<file path="src/rtl/uart_pkg.sv">
// rtl/uart_pkg.sv - shared UART definitions: FSM encoding, data width, tick divisor helper
package uart_pkg;

    localparam int DATA_BITS = 8;

    typedef enum logic [2:0] {
        ST_IDLE   = 3'd0,
        ST_START  = 3'd1,
        ST_DATA   = 3'd2,
        ST_PARITY = 3'd3,
        ST_STOP   = 3'd4,
        ST_BREAK  = 3'd5
    } state_t;

    function automatic int tick_div(input int clk_hz, input int baud, input int oversample);
        return clk_hz / (baud * oversample);
    endfunction

endpackage

</file>
<file path="src/rtl/uart_baud_tick.sv">
// rtl/uart_baud_tick.sv - free-running oversample tick generator, one-cycle pulse every TICK_DIV clocks
module uart_baud_tick
    import uart_pkg::*;
#(
    parameter int CLK_HZ     = 16_000_000,
    parameter int BAUD       = 1_000_000,
    parameter int OVERSAMPLE = 16
) (
    input  logic i_clk,
    input  logic i_rst,
    output logic o_tick
);

    localparam int TICK_DIV = tick_div(CLK_HZ, BAUD, OVERSAMPLE);
    localparam int CW       = $clog2(TICK_DIV + 1);
    localparam logic [CW-1:0] LAST = CW'(TICK_DIV - 1);

    if (TICK_DIV < 1 || (CLK_HZ % (BAUD * OVERSAMPLE)) != 0) begin : g_bad_div
        $error("uart_baud_tick: CLK_HZ must be an integer multiple (>=1) of BAUD*OVERSAMPLE");
    end

    logic [CW-1:0] r_cnt;

    always_ff @(posedge i_clk) begin
        if (i_rst) begin
            r_cnt <= '0;
        end else if (r_cnt == LAST) begin
            r_cnt <= '0;
        end else begin
            r_cnt <= r_cnt + CW'(1);
        end
    end

    assign o_tick = (r_cnt == LAST);

endmodule

</file>
<file path="src/rtl/uart_byte_receiver.sv">
// rtl/uart_byte_receiver.sv - oversampling UART receiver, 8N1 by default, 8E1 when UART_RX_PARITY_EN is defined
module uart_byte_receiver
    import uart_pkg::*;
#(
    parameter int CLK_HZ     = 16_000_000,
    parameter int BAUD       = 1_000_000,
    parameter int OVERSAMPLE = 16
) (
    input  logic       clk,
    input  logic       rst,
    input  logic       rx,
    output logic [7:0] data_out,
    output logic       data_done,
    output logic       frame_error,
    output logic       busy
);

    localparam int SW = $clog2(OVERSAMPLE);
    localparam logic [SW-1:0] MID_START = SW'(OVERSAMPLE / 2 - 1);
    localparam logic [SW-1:0] MID_BIT   = SW'(OVERSAMPLE - 1);

    if (OVERSAMPLE < 8 || (OVERSAMPLE % 2) != 0) begin : g_bad_os
        $error("uart_byte_receiver: OVERSAMPLE must be even and >= 8");
    end

    logic                 w_tick;
    logic                 w_rx;
    logic                 w_mid;
    logic [1:0]           r_sync;
    state_t               r_state;
    logic [SW-1:0]        r_scnt;
    logic [2:0]           r_bit;
    logic [DATA_BITS-1:0] r_shift;
    logic [7:0]           r_data;
    logic                 r_done;
    logic                 r_ferr;
    logic                 r_busy;
`ifdef UART_RX_PARITY_EN
    logic                 r_par;
`endif

    uart_baud_tick #(
        .CLK_HZ    (CLK_HZ),
        .BAUD      (BAUD),
        .OVERSAMPLE(OVERSAMPLE)
    ) u_tick (
        .i_clk (clk),
        .i_rst (rst),
        .o_tick(w_tick)
    );

    assign w_rx  = r_sync[1];
    assign w_mid = (r_scnt == MID_BIT);

    always_ff @(posedge clk) begin
        if (rst) begin
            r_sync  <= 2'b11;
            r_state <= ST_IDLE;
            r_scnt  <= '0;
            r_bit   <= '0;
            r_shift <= '0;
            r_data  <= 8'h00;
            r_done  <= 1'b0;
            r_ferr  <= 1'b0;
            r_busy  <= 1'b0;
`ifdef UART_RX_PARITY_EN
            r_par   <= 1'b0;
`endif
        end else begin
            r_sync <= {r_sync[0], rx};
            r_done <= 1'b0;
            r_ferr <= 1'b0;
            // Mid-bit counter for DATA/PARITY/STOP; START uses its own half-bit point
            if (w_tick && r_state != ST_IDLE && r_state != ST_START && r_state != ST_BREAK) begin
                r_scnt <= w_mid ? '0 : r_scnt + SW'(1);
            end
            case (r_state)
                ST_IDLE: begin
                    r_scnt <= '0;
                    if (!w_rx) r_state <= ST_START;
                end
                ST_START: begin
                    if (w_tick) begin
                        if (r_scnt == MID_START) begin
                            r_scnt <= '0;
                            if (w_rx) begin
                                r_state <= ST_IDLE;
                            end else begin
                                r_state <= ST_DATA;
                                r_busy  <= 1'b1;
                                r_bit   <= '0;
                            end
                        end else begin
                            r_scnt <= r_scnt + SW'(1);
                        end
                    end
                end
                ST_DATA: begin
                    if (w_tick && w_mid) begin
                        r_shift <= {w_rx, r_shift[DATA_BITS-1:1]};
                        r_bit   <= r_bit + 3'd1;
`ifdef UART_RX_PARITY_EN
                        if (r_bit == 3'd7) r_state <= ST_PARITY;
`else
                        if (r_bit == 3'd7) r_state <= ST_STOP;
`endif
                    end
                end
`ifdef UART_RX_PARITY_EN
                ST_PARITY: begin
                    if (w_tick && w_mid) begin
                        r_par   <= w_rx;
                        r_state <= ST_STOP;
                    end
                end
`endif
                ST_STOP: begin
                    if (w_tick && w_mid) begin
`ifdef UART_RX_PARITY_EN
                        if (w_rx && ((^r_shift) ^ r_par) == 1'b0) begin
`else
                        if (w_rx) begin
`endif
                            r_data  <= r_shift;
                            r_done  <= 1'b1;
                            r_busy  <= 1'b0;
                            r_state <= ST_IDLE;
                        end else begin
                            r_ferr  <= 1'b1;
                            r_state <= ST_BREAK;
                        end
                    end
                end
                ST_BREAK: begin
                    r_scnt <= '0;
                    if (w_rx) begin
                        r_busy  <= 1'b0;
                        r_state <= ST_IDLE;
                    end
                end
                default: begin
                    r_state <= ST_IDLE;
                    r_busy  <= 1'b0;
                end
            endcase
        end
    end

    assign data_out    = r_data;
    assign data_done   = r_done;
    assign frame_error = r_ferr;
    assign busy        = r_busy;

endmodule

</file>
<file path="config.mk">
export PLATFORM = sky130hd
export DESIGN_NAME = uart_byte_receiver
export DESIGN_NICKNAME = d
export VERILOG_FILES = /design/src/rtl/uart_pkg.sv /design/src/rtl/uart_baud_tick.sv /design/src/rtl/uart_byte_receiver.sv
export SDC_FILE = /design/constraint.sdc
export NUM_CORES = 1
export LEC_CHECK = 0
export ABC_CLOCK_PERIOD_IN_PS = 1800
export CORE_MARGIN = 2
export CORE_UTILIZATION = 49
export DETAILED_ROUTE_END_ITERATION = 7
export GPL_TIMING_DRIVEN = 0
export HOLD_SLACK_MARGIN = 0.15
export PLACE_DENSITY = 0.78
export SYNTH_ARGS = -nofsm -noshare
export SYNTH_HDL_FRONTEND = slang
export SYNTH_SLANG_ARGS = --single-unit
</file>
<file path="constraint.sdc">
create_clock -name clk -period 1.8 [get_ports clk]
set_clock_uncertainty 0.1 [all_clocks]
set_input_delay 0.36 -clock clk [delete_from_list [all_inputs] [get_ports clk]]
set_output_delay 0.36 -clock clk [all_outputs]
set_load 0.1 [all_outputs]
</file>
=== Yosys cells after proc, flatten, opt, wreduce, memory -nomap -nowiden ===
Cells that the tools add are included.

* Bits in registers: 32
* Output and inout port bits: 11

* Add/subtract/negate cells: 3
* Eq/ne operators: 17
* Mux-type cells: 28
* Bitwise gates (word level): 4
* Reduce and logical (&&, ||, !) cells: 16

{| class="wikitable"
|+ Operators with widths
! kind !! number
|-
| two-way mux 3 bit || 12
|-
| two-way mux 4 bit || 4
|-
| inequality test 2 bit (second input constant) || 8
|-
| case mux 3 bit (5 select lines) || 1
|-
| AND reduction 5 bit || 2
|-
| equality test 3 bit (second input constant) || 3
|-
| case mux 4 bit (2 select lines) || 1
|-
| two-way mux 1 bit || 7
|-
| AND reduction 7 bit || 1
|-
| case mux 3 bit (2 select lines) || 1
|-
| OR reduction 2 bit || 3
|-
| adder 4 x 1 -> 4 bit (second input constant) || 1
|-
| equality test 4 x 3 -> 1 bit (second input constant) || 1
|-
| equality test 4 bit (second input constant) || 1
|-
| logical AND 1 bit || 4
|-
| inverter 1 bit || 4
|-
| case mux 1 bit (4 select lines) || 1
|-
| adder 3 x 1 -> 3 bit (second input constant) || 1
|-
| equality test 3 x 1 -> 1 bit (second input constant) || 1
|-
| equality test 3 x 2 -> 1 bit (second input constant) || 1
|-
| logical NOT 3 bit || 1
|-
| inequality test 3 x 1 -> 1 bit (second input constant) || 1
|-
| inequality test 3 bit (second input constant) || 1
|-
| AND reduction 3 bit || 1
|-
| 6 further kinds || 6
|}

=== Depth between registers and ports, before layout ===
Gate-level depths: netlist of run 1.

* Depth after elaboration: 7
* Mapped depth: 6
* Gate-level depth less buffers: 6

=== By module ===
From an unflattened synthesis of run 1, not the netlist that was laid out.

* Cell total of the unflattened synthesis: 164
* Area total of the unflattened synthesis: 1497.7 µm²

{| class="wikitable"
|+ Modules (own cells, without submodules)
! module !! times used !! cells each !! area an instance (µm²)
|-
| uart_byte_receiver || 1 || 161 || 1470.2
|-
| uart_baud_tick || 1 || 3 || 27.5
|}

=== Least setup slack after synthesis of run 1 ===
OpenSTA, ideal clock, no wires.

* Path type: reg2reg
* Start point: register r_scnt[0]
* End point: register r_shift[1]
* Data arrival time: 1.543 ns
* Data required time: 1.572 ns
* Path slack: 0.029 ns
* Stages on the path, launching flop included: 7
* Path buffers: 1
* Path through: dfxtp_1 ha_1 nand4b_4 nor4b_2 buf_4 mux2i_1 nor2_1

* Word-level cells in the longest chain between the ends: 3

{| class="wikitable"
|+ Ends and longest elaborated chain
! item !! RTL line !! text
|-
| from (decl) || uart_byte_receiver.sv:31 || <nowiki>logic [SW-1:0] r_scnt;</nowiki>
|-
| from (signal assigned) || uart_byte_receiver.sv:75 || <nowiki>r_scnt <= w_mid ? '0 : r_scnt + SW'(1);</nowiki>
|-
| from (signal assigned) || uart_byte_receiver.sv:94 || <nowiki>r_scnt <= r_scnt + SW'(1);</nowiki>
|-
| equality test 4 bit || uart_byte_receiver.sv:53 || <nowiki>assign w_mid = (r_scnt == MID_BIT);</nowiki>
|-
| logical AND 1 bit || uart_byte_receiver.sv:99 || <nowiki>if (w_tick && w_mid) begin</nowiki>
|-
| AND reduction 2 bit (no source line) || - ||
|-
| to (signal assigned) || uart_byte_receiver.sv:100 || <nowiki>r_shift <= {w_rx, r_shift[DATA_BITS-1:1]};</nowiki>
|-
| to (decl) || uart_byte_receiver.sv:33 || <nowiki>logic [DATA_BITS-1:0] r_shift;</nowiki>
|}

No other way between the ends.
A chain may end at the register's enable or synchronous reset.

=== Worst setup path in the final report of run 1 ===
* Start point: register u_tick.r_cnt
* End point: register r_shift[7]

* Word-level cells in the longest chain between the ends: 3

{| class="wikitable"
|+ Ends and longest elaborated chain
! item !! RTL line !! text
|-
| from (decl) || uart_baud_tick.sv:22 || <nowiki>logic [CW-1:0] r_cnt;</nowiki>
|-
| from (signal assigned) || uart_baud_tick.sv:30 || <nowiki>r_cnt <= r_cnt + CW'(1);</nowiki>
|-
| inverter 1 bit (no source line) || - ||
|-
| logical AND 1 bit || uart_byte_receiver.sv:99 ||
|-
| AND reduction 2 bit (no source line) || - ||
|}

No other way between the ends.

==> out/qor.yml, run 1 <==
crit_arrival_ns: 1.87
syn_to_final_growth_pct: 22.8
hold_violations: 0
grt_antenna_before_repair: 0
fmax_mhz: 571
core_mm2: 0.00271
final_cell_mix: "nor2_1 (30), dfxtp_1 (27), mux2i_1 (20)"
regArea_um2: 654
synth_edf_count: 0
antenna_cells: 0
maxSlewViolCount: 0
start_util_pct: 51.0
pre_cts_slack_ns: -0.212
nets: 173
hp-class: "reg2reg"
worst-endpoint-required_ns: 1.92
num_vias: 1089
synth_warnings: 0
drcViolationCount: 0
grt_first_pass_wirelength_um: 4650
ant_nets: 0
crit_start: "u_tick.r_cnt"
n_fill_cell: 233
drive_gt1_share_pct: 24.4
run_status: "complete, no violations"
syn_nets: 149
synth_area_mm2: 0.00138
ctsHoldBuffers: 0
cts_max_level: 2
grt_pass1_vias: 995
synth_area_leaders: "dfxtp_1 (46%), mux2i_1 (14%), nor2_1 (8.2%)"
hpwlAfterDp_um: 1840
ctsRootBufferMaster: "clkbuf_4"
cts_max_path_buffers: 2
synth_cell_types: 35
multiInputGateArea_um2: 713
numPortBuffers: 12
ys.flop_type: "dfxtp_1"
max-cap-violations: 0
fin_util_pct: 62.6
synth-seq-cells: 32
synth_area_leader_cell: "dfxtp_1"
grt_usage_pct: 18.7
rsz0062_at_grt: "true"
worst_setup_path_end_kind: "flop"
drtIter0Drc: 47
hold_path.startpoint: "r_sync[0]"
row_count: 19
grt_overflow: 0
rrSetupSlack_ns: 0.05
cts_tree: "built"
viasPerCell: 5.47
routabilityCongestion: 0.818
path_clk_slew_ns: 0.11
fin_crit_ns: 1.75
fin_hold_ws_ns: 0.321
peakVddDrop_mv: 0.767
max_slew_margin_pct: 63.5
setup_viol: 0
wl_per_cell_um: 14.2
critical_path.max_fanout: 10
setup_ws_ns: 0.0500
first_pass_iters: 4
fin_total_pwr_w: 0.00139
clk_latency_ns: 0.34
tightestPinTransition_ns: 0.550
wl_um: 2830
power_density_mw_per_mm2: 822
grt_max_degree: 11
die_w_um: 57.1
leakage_nw: 0.640
worstReg2RegStart: "u_tick.r_cnt"
syn_inst: 143
final_common_cell: "nor2_1"
dieHeight_um: 57.1
synthArstFlopShare_pct: 0
synth_top_area_share_pct: 46.4
worstSetupStartpointType: "flop"
syn-mean-instance-area_um2: 9.66
path_class: "reg2reg"
fin_crit_sh_pct: 97.2
ys_seq_area_share_pct: 46.4
cts.sinks: 32
die-area_mm2: 0.00326
cts_buffers: 5
ios: 14
per-layer routing:
metal  track usage [%]  vias to the layer above  share of wire, %
met3              5.44                        4               4.6
met5                 0                        -                 0
li1                  -                      550                 -
met4              11.0                        0              0.96
met1              24.1                      503                47
met2              27.8                       32                47
worst max-delay path: stages (launching register included):
cell and delay [ns]:
dfxtp_1 0.31, buf_2 0.17, nand4b_4 0.23, nor4b_4 0.38, buf_6 0.19, mux2i_1 0.20
nor2_1 0.05
path summary, 6_finish.rpt:
check                             endpoint  depth (start not counted)
worst min register to register   r_sync[1]                          1
worst max-delay path            r_shift[7]                          6
worst max register to register  r_shift[7]                          6
worst min-delay path             r_sync[1]                          1
flip-flops by register name (all words and copies together), names as in the netlist, 2 cells and up:
register	flops
r_sync	2
r_state	3
r_scnt	4
data_out	8
r_bit	3
r_shift	8
synth_stat cells, types with 2 or more instances:
library cell   n
xnor2_1        2
nand3_1        2
nand2_1        9
nor2b_1        4
nor2_1        30
o221ai_1       2
mux2i_1       20
inv_1          2
a311oi_1       2
ha_1           3
clkbuf_1       5
dfxtp_1       32
o21ai_0        4
or2_2          2
buf_2          3
a22oi_1        2
cell families after synthesis:
family	after synthesis	share of synthesized area (%)
compound gates	17	9.33
xor+xnor	3	1.90
fa+ha+maj	3	2.72
buf+inv	11	3.53
flops	32	46.4
mux	20	14.5
other cells	1	0.271
simple gates	56	21.4
report_power, final:
part | leakage (nW) | switching, W | internal (W) | total [W]
sequential | 0.261 | 0.0000231 | 0.000725 | 0.000749
combinational | 0.341 | 0.000122 | 0.0000793 | 0.000201
clock | 0.0380 | 0.000259 | 0.000186 | 0.000445
per-stage QoR:
stage	std cells	TNS (ns)	area [µm²]
after floorplan	143	0	1380
after global placement	186	-2.20	1540
after detailed placement	186	-3.29	1540
after CTS	196	0	1660
after global routing	199	-0.257	1700
final	199	0	1700
repair_timing:
| item | in CTS | in global routing |
|---|---|---|
| gates cloned | 1 | 0 |
| resized for setup | 43 | 9 |
| endpoints found under the setup margin | 30 | 24 |
| buffers inserted | 1 | 3 |
| pin swaps | 2 | 2 |
layout make-up:
cell class,count,share of cell area [%]
Sequential cell,32,38.6
Timing Repair Buffer,17,10.1
Buffer,9,2.95
Inverter,2,0.442
Multi-Input combinational cell,100,42.0
Tap cell,31,2.29
Clock inverter,2,0.590
Clock buffer,6,3.02
No activity file was read; power rests on OpenSTA's default activity.
==> run 2: changes to the inputs <==
--- a/config.mk
+++ b/config.mk
@@ -6,7 +6,7 @@
 export NUM_CORES = 1
 export LEC_CHECK = 0
 export ABC_CLOCK_PERIOD_IN_PS = 1800
-export CORE_MARGIN = 2
+export CORE_MARGIN = 3
 export CORE_UTILIZATION = 49
 export DETAILED_ROUTE_END_ITERATION = 7
 export GPL_TIMING_DRIVEN = 0
==> run 2 against run 1 <==
  * Critical path depth decreased by 1
  * Die area increased by 7.1%
  * Routed wire length increased by 4.4%
  * Power decreased by 4.8%
  * Flip-flop and latch count unchanged
  * Highest routed layer unchanged
  * Setup slack got worse by 0.039 ns
==> out/qor.yml, run 2 (synthesized netlist as in run 1, its figures left out) <==
run_status: "complete, no violations"  # unchanged
drcViolationCount: 0  # unchanged
start_util_pct: 53.8  # was 51.0%
fin_util_pct: 66.6  # was 62.6%
setup_viol: 0  # unchanged
path_clk_slew_ns: 0.10  # was 0.11 ns
die_w_um: 59.1  # was 57.1 µm
max-cap-violations: 0  # unchanged
critPathBufInv: 0  # was 2
p_seq_share_pct: 56.6  # was 53.7%
hp-class: "in2reg"  # was reg2reg
fin_crit_ns: 1.79  # was 1.75 ns
antenna_cells: 0  # unchanged
ctsHoldBuffers: 0  # unchanged
crit_arrival_ns: 1.92  # was 1.87 ns
fin_total_pwr_w: 0.00133  # was 0.00139 W
cts_buffers: 5  # unchanged
wl_um: 2950  # was 2830 µm
path_class: "reg2reg"  # unchanged
routabilityCongestion: 0.841  # was 0.818
cts_tree: "built"  # unchanged
maxSlewViolCount: 0  # unchanged
core_mm2: 0.00257  # was 0.00271 mm²
first_pass_iters: 5  # was 4
path_cells: "ha_4 > nand4b_4 > a32oi_1 > o211ai_1 > a32o_1"  # was buf_2 > nand4b_4 > nor4b_4 > buf_6 > mux2i_1 > nor2_1
finalSetupTns_ns: 0  # unchanged
die-area_mm2: 0.00349  # was 0.00326 mm²
rsz0062_at_grt: "true"  # unchanged
wl_per_cell_um: 14.9  # was 14.2 µm
cts_max_level: 2  # unchanged
grt_usage_pct: 18.4  # was 18.7%
worst_setup_path_end_kind: "flop"  # unchanged
p_int_w: 0.000952  # was 0.000990 W
cp_slowest_cell: "dfxtp_4"  # was nor4b_4
nets: 174  # was 173
cts.sinks: 32  # unchanged
hold_violations: 0  # unchanged
grt_max_degree: 11  # unchanged
ios: 14  # unchanged
combinationalPowerShare_pct: 15.5  # was 14.4%
num_vias: 1123  # was 1089
dieHeight_um: 59.1  # was 57.1 µm
leakage_nw: 0.639  # was 0.640 nW
numPortBuffers: 12  # unchanged
peakVddDrop_mv: 0.659  # was 0.767 mV
pre_cts_slack_ns: -0.225  # was -0.212 ns
hpwlAfterDp_um: 1910  # was 1840 µm
critical_path.max_fanout: 5  # was 10
viasPerCell: 5.67  # was 5.47
final_common_cell: "nor2_1"  # unchanged
ant_nets: 0  # unchanged
final_cell_mix: "nor2_1 (30), dfxtp_1 (25), mux2i_1 (19)"  # was nor2_1 (30), dfxtp_1 (27), mux2i_1 (20)
grt_first_pass_wirelength_um: 4760  # was 4650 µm
grt_overflow: 0  # unchanged
tightestPinTransition_ns: 0.550  # about the same
grt_pass1_vias: 1063  # was 995
clk_latency_ns: 0.33  # was 0.34 ns
worstSetupStartpointType: "flop"  # unchanged
fin_crit_sh_pct: 99.4  # was 97.2%
row_count: 18  # was 19
grt_antenna_before_repair: 0  # unchanged
p_sw_share_pct: 28.2  # was 29.0%
power_density_mw_per_mm2: 776  # was 822 mW/mm²
max_slew_margin_pct: 63.5  # about the same
drtIter0Drc: 101  # was 47
syn_to_final_growth_pct: 23.8  # was 22.8%
fmax_mhz: 559  # was 571 MHz
cp_top_family: "compound AO/OA/AOI/OAI gates"  # was simple AND/OR/NAND/NOR gates
ctsRootBufferMaster: "clkbuf_4"  # unchanged
design_area_mm2: 0.00171  # was 0.00170 mm²
placed_area_mm2: 0.00154  # about the same
crit_path_max_incr_delay_ns: 0.37  # was 0.38 ns
cts_max_path_buffers: 2  # unchanged
switching_power_w: 0.000375  # was 0.000404 W
p_clk_share_pct: 27.9  # was 31.9%
worst-endpoint-required_ns: 1.93  # was 1.92 ns
setup_ws_ns: 0.0114  # was 0.0500 ns
drive_gt1_share_pct: 26.8  # was 24.4%
run 2: worst paths after layout:
path	start	end	slack (ns)	cells after the start
max	r_scnt[1]	r_state[2]	0.01	5
max reg2reg	r_scnt[1]	r_state[2]	0.01	5
min reg2reg	r_sync[0]	r_sync[1]	0.33	1
min	rst	r_sync[0]	0.32	2
run 2: power groups by stage:
| stage | combinational (W) | clock [W] | sequential, W |
|---|---|---|---|
| detailed placement | 0.000190 | 0 | 0.000761 |
| finish | 0.000206 | 0.000371 | 0.000751 |
| global route | 0.000225 | 0.000422 | 0.000755 |
| CTS | 0.000191 | 0.000389 | 0.000752 |
| global placement | 0.000182 | 0 | 0.000758 |
| floorplan | 0.000150 | 0 | 0.000757 |
run 2: per-layer routing:
layer | vias to the layer above | wire length [µm] | track usage (%)
met1 | 529 | 1260 | 20.5
met4 | 0 | 50 | 8.74
li1 | 550 | - | -
met3 | 8 | 127 | 6.54
met5 | - | 0 | 0
met2 | 36 | 1510 | 31.1
run 2: final cells by class:
class / count / area, µm²
fill: 203 / 857
multi-input combinational: 100 / 727
sequential: 32 / 657
timing repair buffer: 19 / 190
buffer: 8 / 45.0
clock buffer: 6 / 41.3
tap: 30 / 37.5
inverter: 2 / 7.51
clock inverter: 1 / 5.00
run 2: repair_timing:
item | CTS | global route
gates resized for setup | 41 | 17
setup buffers | 2 | 4
pin swaps | 0 | 5
gates cloned | 1 | 0
setup endpoints to repair | 30 | 24
run 2: per-stage QoR:
| step | cells | hold slack, ns |
|---|---|---|
| global placement | 185 | 0.296 |
| detailed placement | 185 | 0.306 |
| CTS | 195 | 0.312 |
| global route | 198 | 0.332 |
| floorplan | 143 | 0.289 |
| finish | 198 | 0.325 |
run 2: worst reg2reg max path, cell delays in order (launching register included):
cell and delay (ns):
dfxtp_4 0.37, ha_4 0.17, nand4b_4 0.16, a32oi_1 0.30, o211ai_1 0.26, a32o_1 0.34
